File: config.mk
export PLATFORM = sky130hd
export DESIGN_NAME = irq_ctrl
export DESIGN_NICKNAME = d
export VERILOG_FILES = /design/src/rtl/irq_ctrl.sv
export SDC_FILE = /design/constraint.sdc
export NUM_CORES = 1
export LEC_CHECK = 0
export ABC_AREA = 1
export CAP_MARGIN = 20
export CORE_MARGIN = 2
export CORE_UTILIZATION = 45
export DETAILED_ROUTE_END_ITERATION = 7
export PLACE_DENSITY = 0.76
export SYNTH_ARGS = -nofsm -noshare
export SYNTH_HDL_FRONTEND = slang
export SYNTH_SLANG_ARGS = --single-unit
File: constraint.sdc
create_clock -name clk -period 3 [get_ports clk]
set_input_delay 0.9 -clock clk [delete_from_list [all_inputs] [get_ports clk]]
set_output_delay 0.9 -clock clk [all_outputs]
set_load 0.02 [all_outputs]
File: src/rtl/irq_ctrl.sv
// Interrupt controller: latches per-channel requests, masks and prioritises them (channel 0 highest), and runs an IDLE/REQ/SERVICE handshake with the core.
// Latency: an edge-mode request rising before edge k is pending after edge k; IRQ is asserted after edge k+1.
// Backpressure: IRQ is held until irq_ack; a handler in service blocks further requests until eret (no nesting).
module irq_ctrl #(
  parameter int N_CH      = 4,
  parameter int EDGE_MODE = 1,
  parameter int ID_W      = 2
) (
  input  logic            clk,
  input  logic            reset,
  input  logic [N_CH-1:0] irq_in,
  input  logic            mask_we,
  input  logic [N_CH-1:0] mask_wdata,
  input  logic            PC31,
  input  logic            irq_ack,
  input  logic            eret,
  output logic            IRQ,
  output logic [ID_W-1:0] irq_id,
  output logic [N_CH-1:0] pending,
  output logic            in_service
);

  typedef enum logic [1:0] {
    S_IDLE    = 2'd0,
    S_REQ     = 2'd1,
    S_SERVICE = 2'd2
  } state_t;

  state_t          r_state;
  state_t          w_state_nxt;

  logic [N_CH-1:0] r_irq_q;
  logic [N_CH-1:0] r_pending;
  logic [N_CH-1:0] r_mask;
  logic            r_irq;
  logic [ID_W-1:0] r_id;
  logic            r_in_service;

  logic [N_CH-1:0] w_rise;
  logic [N_CH-1:0] w_set;
  logic [N_CH-1:0] w_clr;
  logic [N_CH-1:0] w_eligible;
  logic            w_any;
  logic [ID_W-1:0] w_winner;
  logic            w_id_elig;
  logic            w_accept;
  logic            w_irq_d;
  logic            w_in_service_d;
  logic [ID_W-1:0] w_id_d;

  // Request conditioning: rising-edge detect or raw level, depending on channel mode.
  assign w_rise     = irq_in & ~r_irq_q;
  assign w_set      = (EDGE_MODE != 0) ? w_rise : irq_in;
  assign w_eligible = r_pending & r_mask;
  assign w_any      = |w_eligible;
  assign w_accept   = (r_state == S_REQ) && irq_ack;

  // Delay line for edge detection; zero after reset so a level already high counts as a rise.
  always_ff @(posedge clk or posedge reset) begin
    if (reset) begin
      r_irq_q <= '0;
    end else begin
      r_irq_q <= irq_in;
    end
  end

  // Enable mask register, written directly by the core.
  always_ff @(posedge clk or posedge reset) begin
    if (reset) begin
      r_mask <= '0;
    end else if (mask_we) begin
      r_mask <= mask_wdata;
    end
  end

  // Pending latches: cleared only on acceptance, and a coincident new request wins over the clear.
  always_ff @(posedge clk or posedge reset) begin
    if (reset) begin
      r_pending <= '0;
    end else begin
      r_pending <= (r_pending & ~w_clr) | w_set;
    end
  end

  // Fixed priority: the lowest-index eligible channel wins.
  always_comb begin
    w_winner = '0;
    for (int i = N_CH - 1; i >= 0; i--) begin
      if (w_eligible[i]) begin
        w_winner = ID_W'(i);
      end
    end
  end

  // Decode the held id: is it still eligible, and which pending bit does acceptance clear.
  always_comb begin
    w_id_elig = 1'b0;
    w_clr     = '0;
    for (int i = 0; i < N_CH; i++) begin
      if (r_id == ID_W'(i)) begin
        w_id_elig = w_eligible[i];
        w_clr[i]  = w_accept;
      end
    end
  end

  // FSM state register together with the registered outputs.
  always_ff @(posedge clk or posedge reset) begin
    if (reset) begin
      r_state      <= S_IDLE;
      r_irq        <= 1'b0;
      r_id         <= '0;
      r_in_service <= 1'b0;
    end else begin
      r_state      <= w_state_nxt;
      r_irq        <= w_irq_d;
      r_id         <= w_id_d;
      r_in_service <= w_in_service_d;
    end
  end

  // FSM next-state: ack beats withdrawal, so a same-cycle mask write cannot cancel an accepted interrupt.
  always_comb begin
    w_state_nxt = r_state;
    case (r_state)
      S_IDLE: begin
        if (w_any && !PC31) begin
          w_state_nxt = S_REQ;
        end
      end
      S_REQ: begin
        if (irq_ack) begin
          w_state_nxt = S_SERVICE;
        end else if (!w_id_elig) begin
          w_state_nxt = S_IDLE;
        end
      end
      S_SERVICE: begin
        if (eret) begin
          w_state_nxt = S_IDLE;
        end
      end
      default: w_state_nxt = S_IDLE;
    endcase
  end

  // FSM outputs, computed from the next state so they can be registered alongside it.
  always_comb begin
    w_irq_d        = (w_state_nxt == S_REQ);
    w_in_service_d = (w_state_nxt == S_SERVICE);
    w_id_d         = r_id;
    if ((r_state == S_IDLE) && (w_state_nxt == S_REQ)) begin
      w_id_d = w_winner;
    end else if (w_state_nxt == S_IDLE) begin
      w_id_d = '0;
    end
  end

  assign IRQ        = r_irq;
  assign irq_id     = r_id;
  assign pending    = r_pending;
  assign in_service = r_in_service;

endmodule

==> results.sh, run 1 <==
export IMPL_status="finished clean"
export IMPL_clk_pin_slew_ps=90
export IMPL_syn_instance_count=74
export IMPL_finalSetupViolations=0
export IMPL_critical_path_slowest_cell="clkdlybuf4s50_1"
export IMPL_power_density_mw_per_mm2=747.4
export IMPL_antenna_cells=0
export IMPL_grt_pass1_wl_um=2428
export IMPL_gp_congestion=0.7332
export IMPL_nFillCells=145
export IMPL_antenna_found_initial=0
export IMPL_layout_drive_gt1_share=0.1717
export IMPL_max_slew_margin_rel=0.5663
export IMPL_syn_cell_area_um2=777.0
export IMPL_globalRouteTotalUtil=0.1649
export IMPL_critPathKind="reg -> out"
export IMPL_skew_ps=1.092
export IMPL_grtUsageMet3=0.04762
export IMPL_syn_to_final_growth_pct=34.46
export IMPL_critPathTopFamily="buffers and inverters"
export IMPL_setup_slack_ps=660.3
export IMPL_hp_class="reg -> reg"
export IMPL_grt_pass1_vias=582
export IMPL_synth_top_cell_area_share=0.5797
export IMPL_worst_path_max_fanout=8
export IMPL_start_util=0.4652
export IMPL_overflow=0
export IMPL_tritoncts="yes"
export IMPL_synth_area_leaders="dfrtp_1 58%, nand2_1 8.2%, mux2_2 5.8%, o21ai_0 3.9%, inv_1 3.4%"
export IMPL_dieArea_mm2=0.002075
export IMPL_p_leak_nw=0.4642
export IMPL_routedWlPerCell_um=12.24
export IMPL_clock_latency_ps=290
export IMPL_path_buf_inv=1
export IMPL_yosys_cell_types_count=19
export IMPL_final_core_util=0.6255
export IMPL_post_cts_resized=0
export IMPL_fin_nets=114
export IMPL_max_freq_mhz=427.4
export IMPL_drt_iter0_markers=13
export IMPL_die_w_um=45.56
export IMPL_viasPerCell=5.095
export IMPL_setup_tns_ps=0
export IMPL_cts_setup_buffers=0
export IMPL_num_rows=15
export IMPL_yosys_area_top_type="dfrtp_1"
export IMPL_drc=0
export IMPL_route_vias_total=591
export IMPL_clock_sinks=18
export IMPL_crit_arrival_ps=1440
export IMPL_cts_max_level=1
export IMPL_max_vdd_ir_drop_mv=0.4285
export IMPL_grt_start_max_net_pins=19
export IMPL_numCtsBuffers=3
export IMPL_syn_nets=88
export IMPL_hold_viol=0
export IMPL_die_y_um=45.56
export IMPL_worstPathRequired_ps=2100
export IMPL_firstDrtPassIters=4
export IMPL_path_cells="clkdlybuf4s50_1"
export IMPL_ys_warn_count=0
export IMPL_grt_util_met1=0.1902
export IMPL_dpl_hpwl_um=1078
export IMPL_io_pins=22
export IMPL_busiest_layer="met2"
export IMPL_cpPeakStageDelay_ps=650
export IMPL_tightestPinTransition_ps=649.8
export IMPL_fin_crit_sh=0.7799
export IMPL_synth_seq_cells=18
export IMPL_critPathCaptureType="output pin"
export IMPL_drv_cap=0
export IMPL_period_needed_ps=2340
export IMPL_finalMaxSlewViolations=0
export IMPL_hold_buffers=0
export IMPL_startpoint_type="register"
export IMPL_fin_worst_hold_slack_ps=417.0
export IMPL_syn_avg_cell_area_um2=10.50
export IMPL_rsz0062_at_grt="no"
export IMPL_clock_root_buffer="clkbuf_4"
export IMPL_portBuffers=21
export IMPL_grt_use_met2=0.2901
export IMPL_clockBufferDepth=2
export IMPL_yosysSeqAreaShare=0.5797
export IMPL_wl_um=1420
export IMPL_core_area_mm2=0.001670
export IMPL_pre_cts_ws_ps=925.3
export IMPL_postRouteAntennaNets=0
[layer usage]
metal / share of wire / vias to the layer above / wire length (um)
li1: - / 294 / -
met1: 0.42 / 281 / 601
met2: 0.52 / 14 / 739
met4: 0.0085 / 0 / 12
met3: 0.047 / 2 / 67
met5: 0 / - / 0
[synthesized netlist by cell type (all sizes together)]
cell and number:
nand2 18, nand3 6, o31ai 3, mux2 4, o21bai 3, clkinv 1, nor2 2, o21ai 7
dfrtp 18, a21oi 1, nor3 2, inv 9
[registers in the layout, indices dropped and copies added (netlist names)]
register    flops
IRQ             1
in_service      1
irq_id          2
pending         4
r_irq_q         4
r_mask          4
r_state         2
[cell type report]
cell class,instances,area [um^2],area share
Tap cell,17,21.27,0.02036
Sequential cell,18,450.4,0.4311
Timing Repair Buffer,21,210.2,0.2012
Inverter,10,37.54,0.03593
Clock buffer,4,36.28,0.03473
Multi-Input combinational cell,46,289.0,0.2766
[layout by cell type, fill, tap and decap left out]
| cell | instances |
|---|---|
| nor3_4 | 1 |
| inv_2 | 2 |
| dfrtp_1 | 18 |
| o21bai_1 | 2 |
| o21ai_2 | 1 |
| o31ai_1 | 3 |
| clkdlybuf4s50_1 | 21 |
| nor2_1 | 2 |
| a21oi_1 | 1 |
| o21bai_2 | 1 |
| nand2_2 | 1 |
| o21ai_0 | 6 |
| nand2_1 | 17 |
| nand3_1 | 4 |
| inv_1 | 7 |
| clkbuf_4 | 3 |
| nand3_4 | 1 |
| clkinv_1 | 1 |
| nand3_2 | 1 |
| clkbuf_8 | 1 |
| mux2_2 | 4 |
| nor3_2 | 1 |
[power by group]
| part | switching (mW) | leakage [nW] | internal, mW |
|---|---|---|---|
| combinational | 0.157 | 0.234 | 0.136 |
| clock | 0.0688 | 0.0210 | 0.0739 |
| sequential | 0.0509 | 0.209 | 0.294 |
| total | 0.277 | 0.464 | 0.504 |
[through the flow]
| step | instance area [um^2] | power, mW | cells |
|---|---|---|---|
| after floorplan | 777.0 | 0.5267 | 74 |
| after global placement | 1008 | 0.6375 | 112 |
| after detailed placement | 1008 | 0.6445 | 112 |
| after CTS | 1045 | 0.7870 | 116 |
| after global routing | 1045 | 0.8321 | 116 |
| final | 1045 | 0.7809 | 116 |
[kinds of logic after synthesis]
kind of cell,after synthesis,synth area share
and+or+nand+nor,28,0.1949
DFF,18,0.5797
AOI/OAI and AO/OA,14,0.1192
buffers and inverters,10,0.04831
muxes,4,0.05797
[final timing paths]
check / start / endpoint / slack, ps / cells past startpoint
setup / recovery: irq_id[0] / irq_id[0] / 660 / 1
setup reg to reg: irq_id[0] / irq_id[1] / 1820 / 7
hold reg to reg: r_irq_q[2] / pending[2] / 420 / 1
min in group asynchronous: reset / IRQ / 1000 / 2
max in group asynchronous: reset / irq_id[0] / 1590 / 2
hold / removal: r_irq_q[2] / pending[2] / 420 / 1
Note: power is estimated with default switching activity, not from simulation.
==> run 2: changes to the inputs <==
Settings changed: CORE_UTILIZATION 45 to 41, PLACE_DENSITY 0.76 to 0.73.
Clock period 3 ns to 2 ns, I/O delays scaled along.
==> results.sh, run 2 (synthesized netlist as in run 1, its figures left out) <==
export IMPL_grt_start_max_net_pins=19
export IMPL_firstDrtPassIters=4
export IMPL_drc=0
export IMPL_routedWlPerCell_um=11.23
export IMPL_route_vias_total=617
export IMPL_min_from="r_irq_q[0]"
export IMPL_antenna_cells=0
export IMPL_start_util=0.4452
export IMPL_r2r_slack_ps=810
export IMPL_dp_cells=122
export IMPL_grtUsageMet3=0.03396
export IMPL_drv_cap=0
export IMPL_cpPeakStageDelay_ps=620
export IMPL_wl_um=1404
export IMPL_p_leak_nw=0.4712
export IMPL_max_vdd_ir_drop_mv=0.5952
export IMPL_pre_cts_ws_ps=191.5
export IMPL_globalRouteTotalUtil=0.1505
export IMPL_gp_congestion=0.7834
export IMPL_max_slew_margin_rel=0.8354
export IMPL_finalSetupViolations=0
export IMPL_grt_pass1_vias=558
export IMPL_reg2regPathDepth=8
export IMPL_critical_path_slowest_cell="clkdlybuf4s50_1"
export IMPL_status="finished clean"
export IMPL_path_cells="clkdlybuf4s50_1"
export IMPL_finalMaxSlewViolations=0
export IMPL_critPathCaptureType="output pin"
export IMPL_skew_ps=3.930
export IMPL_grt_util_met1=0.1803
export IMPL_busiest_layer="met2"
export IMPL_dpl_hpwl_um=1114
export IMPL_grt_pass1_wl_um=2290
export IMPL_startpoint_type="register"
export IMPL_clockBufferDepth=2
export IMPL_cts_setup_buffers=0
export IMPL_clock_root_buffer="clkbuf_4"
export IMPL_viasPerCell=4.936
export IMPL_antenna_found_initial=0
export IMPL_setup_tns_ps=0
export IMPL_fin_crit_sh=0.9500
export IMPL_clock_latency_ps=280
export IMPL_period_needed_ps=1900
export IMPL_numCtsBuffers=3
export IMPL_syn_to_final_growth_pct=35.75
export IMPL_worstReg2RegEnd="irq_id[1]"
export IMPL_die_y_um=47.53
export IMPL_power_mw=1.131
export IMPL_dieArea_mm2=0.002259
export IMPL_postRouteAntennaNets=0
export IMPL_worstPathRequired_ps=1400
export IMPL_crit_arrival_ps=1300
export IMPL_power_density_mw_per_mm2=1073
export IMPL_hp_class="reg -> reg"
export IMPL_path_buf_inv=1
export IMPL_setup_slack_ps=99.98
export IMPL_critPathKind="reg -> out"
export IMPL_core_area_mm2=0.001745
export IMPL_hold_path_end="pending[0]"
export IMPL_drt_iter0_markers=7
export IMPL_clk_pin_slew_ps=90
export IMPL_tightestPinTransition_ps=246.9
export IMPL_fin_nets=116
export IMPL_cts_max_level=1
export IMPL_hold_depth=1
export IMPL_tritoncts="yes"
export IMPL_critPathTopFamily="buffers and inverters"
export IMPL_num_rows=15
export IMPL_die_w_um=47.53
export IMPL_layout_commonest_cell="clkdlybuf4s50_1"
export IMPL_r2r_start="irq_id[1]"
export IMPL_max_freq_mhz=526.3
export IMPL_hold_viol=0
export IMPL_portBuffers=21
export IMPL_overflow=0
export IMPL_worst_path_max_fanout=4
export IMPL_rsz0062_at_grt="no"
export IMPL_fin_cells=125
export IMPL_io_pins=22
export IMPL_mostFrequentLayoutCells="20 x clkdlybuf4s50_1, 18 x dfrtp_1, 17 x nand2_1"
export IMPL_clock_sinks=18
export IMPL_grt_use_met2=0.2378
export IMPL_layout_drive_gt1_share=0.1800
==> run 2: cell types whose count changed in the layout (fill, tap and decap cells not counted), sizes merged <==
cell	delta
clkdlybuf4s50	-1
buf	+2
clkbuf	-1
dlygate4sd2	+1
==> run 2: repair_timing <==
action | CTS | global route
resized for setup | 1 | 0
endpoints found under the setup margin | 1 | 0
hold buffers | 0 | 0
==> run 2: power breakdown <==
part	internal [mW]	leakage, nW	switching, mW	total, mW
clock network	0.0698	0.0138	0.0966	0.166
registers	0.442	0.209	0.0713	0.513
logic	0.206	0.248	0.246	0.452
==> run 2: how the worst max path moves through the flow <==
| stage | slack (ps) | end | cells after the start | from |
|---|---|---|---|---|
| 3_5_place_dp | 190 | pending[2] | 4 | irq_ack |
| 6_report | 100 | pending[3] | 1 | pending[3] |
| 5_1_grt | 30 | pending[3] | 1 | pending[3] |
| 2_1_floorplan | 860 | irq_id[0] | 5 | irq_ack |
| 4_1_cts | 80 | pending[3] | 1 | pending[3] |
| 3_3_place_gp | 220 | pending[2] | 4 | irq_ack |
==> run 2: metal layers <==
metal	vias up	routed length, um
met4	0	34
met1	294	605
met5	-	0
met2	15	714
met3	4	49
li1	304	-
==> run 2: per-stage QoR <==
stage	cell area, um^2	util	hold slack, ps
2_1_floorplan	777.0	-	399.6
5_1_grt	1055	0.6043	434.3
3_5_place_dp	1033	0.5921	413.5
6_report	1055	0.6043	422.3
4_1_cts	1055	0.6043	426.4
3_3_place_gp	1033	0.5921	401.7
==> run 2: area by class of cell <==
cell class,instances,area (um^2)
Inverter,10,37.54
Sequential cell,18,450.4
Clock buffer,3,22.52
Fill cell,157,690.7
Multi-Input combinational cell,46,289.0
Tap cell,25,31.28
Timing Repair Buffer,23,224.0
==> run 3: changes to the inputs <==
Settings changed: GPL_TIMING_DRIVEN from default to 0, PLACE_DENSITY 0.73 to 0.71.
==> results.sh, run 3 (synthesized netlist as in run 1, its figures left out) <==
export IMPL_layout_drive_gt1_share=0.1717
export IMPL_pwr_share_seq=0.445
export IMPL_setup_tns_ps=0
export IMPL_clock_sinks=18
export IMPL_skew_ps=3.356
export IMPL_hp_class="reg -> reg"
export IMPL_final_core_util=0.6029
export IMPL_drv_cap=0
export IMPL_firstDrtPassIters=3
export IMPL_grt_util_met1=0.2053
export IMPL_p_comb_frac=0.369
export IMPL_die_w_um=47.53
export IMPL_critical_path_slowest_cell="clkdlybuf4s50_1"
export IMPL_max_freq_mhz=520.9
export IMPL_max_slew_margin_rel=0.5691
export IMPL_antenna_found_initial=0
export IMPL_grt_start_max_net_pins=19
export IMPL_tritoncts="yes"
export IMPL_p_sw_frac=0.3567
export IMPL_portBuffers=21
export IMPL_switching_power_mw=0.4144
export IMPL_status="finished clean"
export IMPL_dieArea_mm2=0.002259
export IMPL_cts_max_level=1
export IMPL_start_util=0.4452
export IMPL_clkPwrFrac=0.187
export IMPL_fin_worst_hold_slack_ps=422.7
export IMPL_core_area_mm2=0.001745
export IMPL_io_pins=22
export IMPL_numCtsBuffers=3
export IMPL_critPathCaptureType="output pin"
export IMPL_grtUsageMet3=0.03396
export IMPL_syn_to_final_growth_pct=35.43
export IMPL_globalRouteTotalUtil=0.1538
export IMPL_antenna_cells=0
export IMPL_startpoint_type="register"
export IMPL_overflow=0
export IMPL_power_internal_mw=0.7473
export IMPL_clk_pin_slew_ps=100
export IMPL_place_area_mm2=0.001018
export IMPL_pre_cts_ws_ps=209.1
export IMPL_worst_path_max_fanout=4
export IMPL_clockBufferDepth=2
export IMPL_fin_crit_sh=0.9599
export IMPL_drc=0
export IMPL_dp_cells=120
export IMPL_finalSetupViolations=0
export IMPL_period_needed_ps=1920
export IMPL_max_vdd_ir_drop_mv=0.7225
export IMPL_finalMaxSlewViolations=0
export IMPL_viasPerCell=4.702
export IMPL_critPathKind="reg -> out"
export IMPL_die_y_um=47.53
export IMPL_clock_latency_ps=290
export IMPL_route_vias_total=583
export IMPL_power_mw=1.162
export IMPL_fin_cells=124
export IMPL_crit_arrival_ps=1320
export IMPL_grt_pass1_wl_um=2332
export IMPL_worstPathRequired_ps=1400
export IMPL_drt_iter0_markers=9
export IMPL_setup_slack_ps=80.27
export IMPL_critPathTopFamily="buffers and inverters"
export IMPL_busiest_layer="met2"
export IMPL_path_buf_inv=1
export IMPL_num_rows=15
export IMPL_tightestPinTransition_ps=645.6
export IMPL_final_area_mm2=0.001052
export IMPL_layout_commonest_cell="clkdlybuf4s50_1"
export IMPL_path_cells="clkdlybuf4s50_1"
export IMPL_cts_setup_buffers=0
export IMPL_dpl_hpwl_um=1061
export IMPL_routedWlPerCell_um=10.68
export IMPL_power_density_mw_per_mm2=1104
export IMPL_grt_use_met2=0.2351
export IMPL_clock_root_buffer="clkbuf_4"
export IMPL_mostFrequentLayoutCells="19 x clkdlybuf4s50_1, 18 x dfrtp_1, 17 x nand2_1"
export IMPL_fin_nets=114
export IMPL_grt_pass1_vias=540
export IMPL_hold_viol=0
export IMPL_cpPeakStageDelay_ps=630
export IMPL_postRouteAntennaNets=0
export IMPL_gp_congestion=0.7106
export IMPL_p_leak_nw=0.4725
export IMPL_rsz0062_at_grt="no"
export IMPL_wl_um=1324
[run 3: final timing paths]
kind	from	slack, ps	depth (start not counted)	end
max reg2reg	irq_id[0]	860	7	irq_id[1]
min reg2reg	r_irq_q[3]	420	1	pending[3]
min in group asynchronous	reset	680	2	in_service
max	pending[3]	80	1	pending[3]
min	r_irq_q[3]	420	1	pending[3]
max in group asynchronous	reset	900	2	r_mask[3]
[run 3: power by group through the flow]
stage | Combinational, mW | Sequential, mW | Clock [mW]
4_1_cts | 0.433 | 0.516 | 0.226
6_report | 0.428 | 0.516 | 0.217
3_3_place_gp | 0.433 | 0.524 | 0
2_1_floorplan | 0.218 | 0.572 | 0
3_5_place_dp | 0.439 | 0.525 | 0
5_1_grt | 0.475 | 0.529 | 0.244
[run 3: what timing repair did]
| action | in CTS | in global routing |
|---|---|---|
| setup endpoints to repair | 2 | 0 |
| hold buffers | 0 | 0 |
| resized for setup | 2 | 0 |
[run 3: area by class of cell]
cell class                 instances  area (um^2)
multi-input combinational         46        289.0
timing repair buffer              21        207.7
fill                             158        693.2
clock buffer                       4        36.28
inverter                          10        37.54
tap                               25        31.28
sequential                        18        450.4
[run 3: layer usage]
layer  vias up  wire [um]
met5         -          0
met4         0         27
met3         5         51
met2        14        634
met1       268        610
li1        296          -
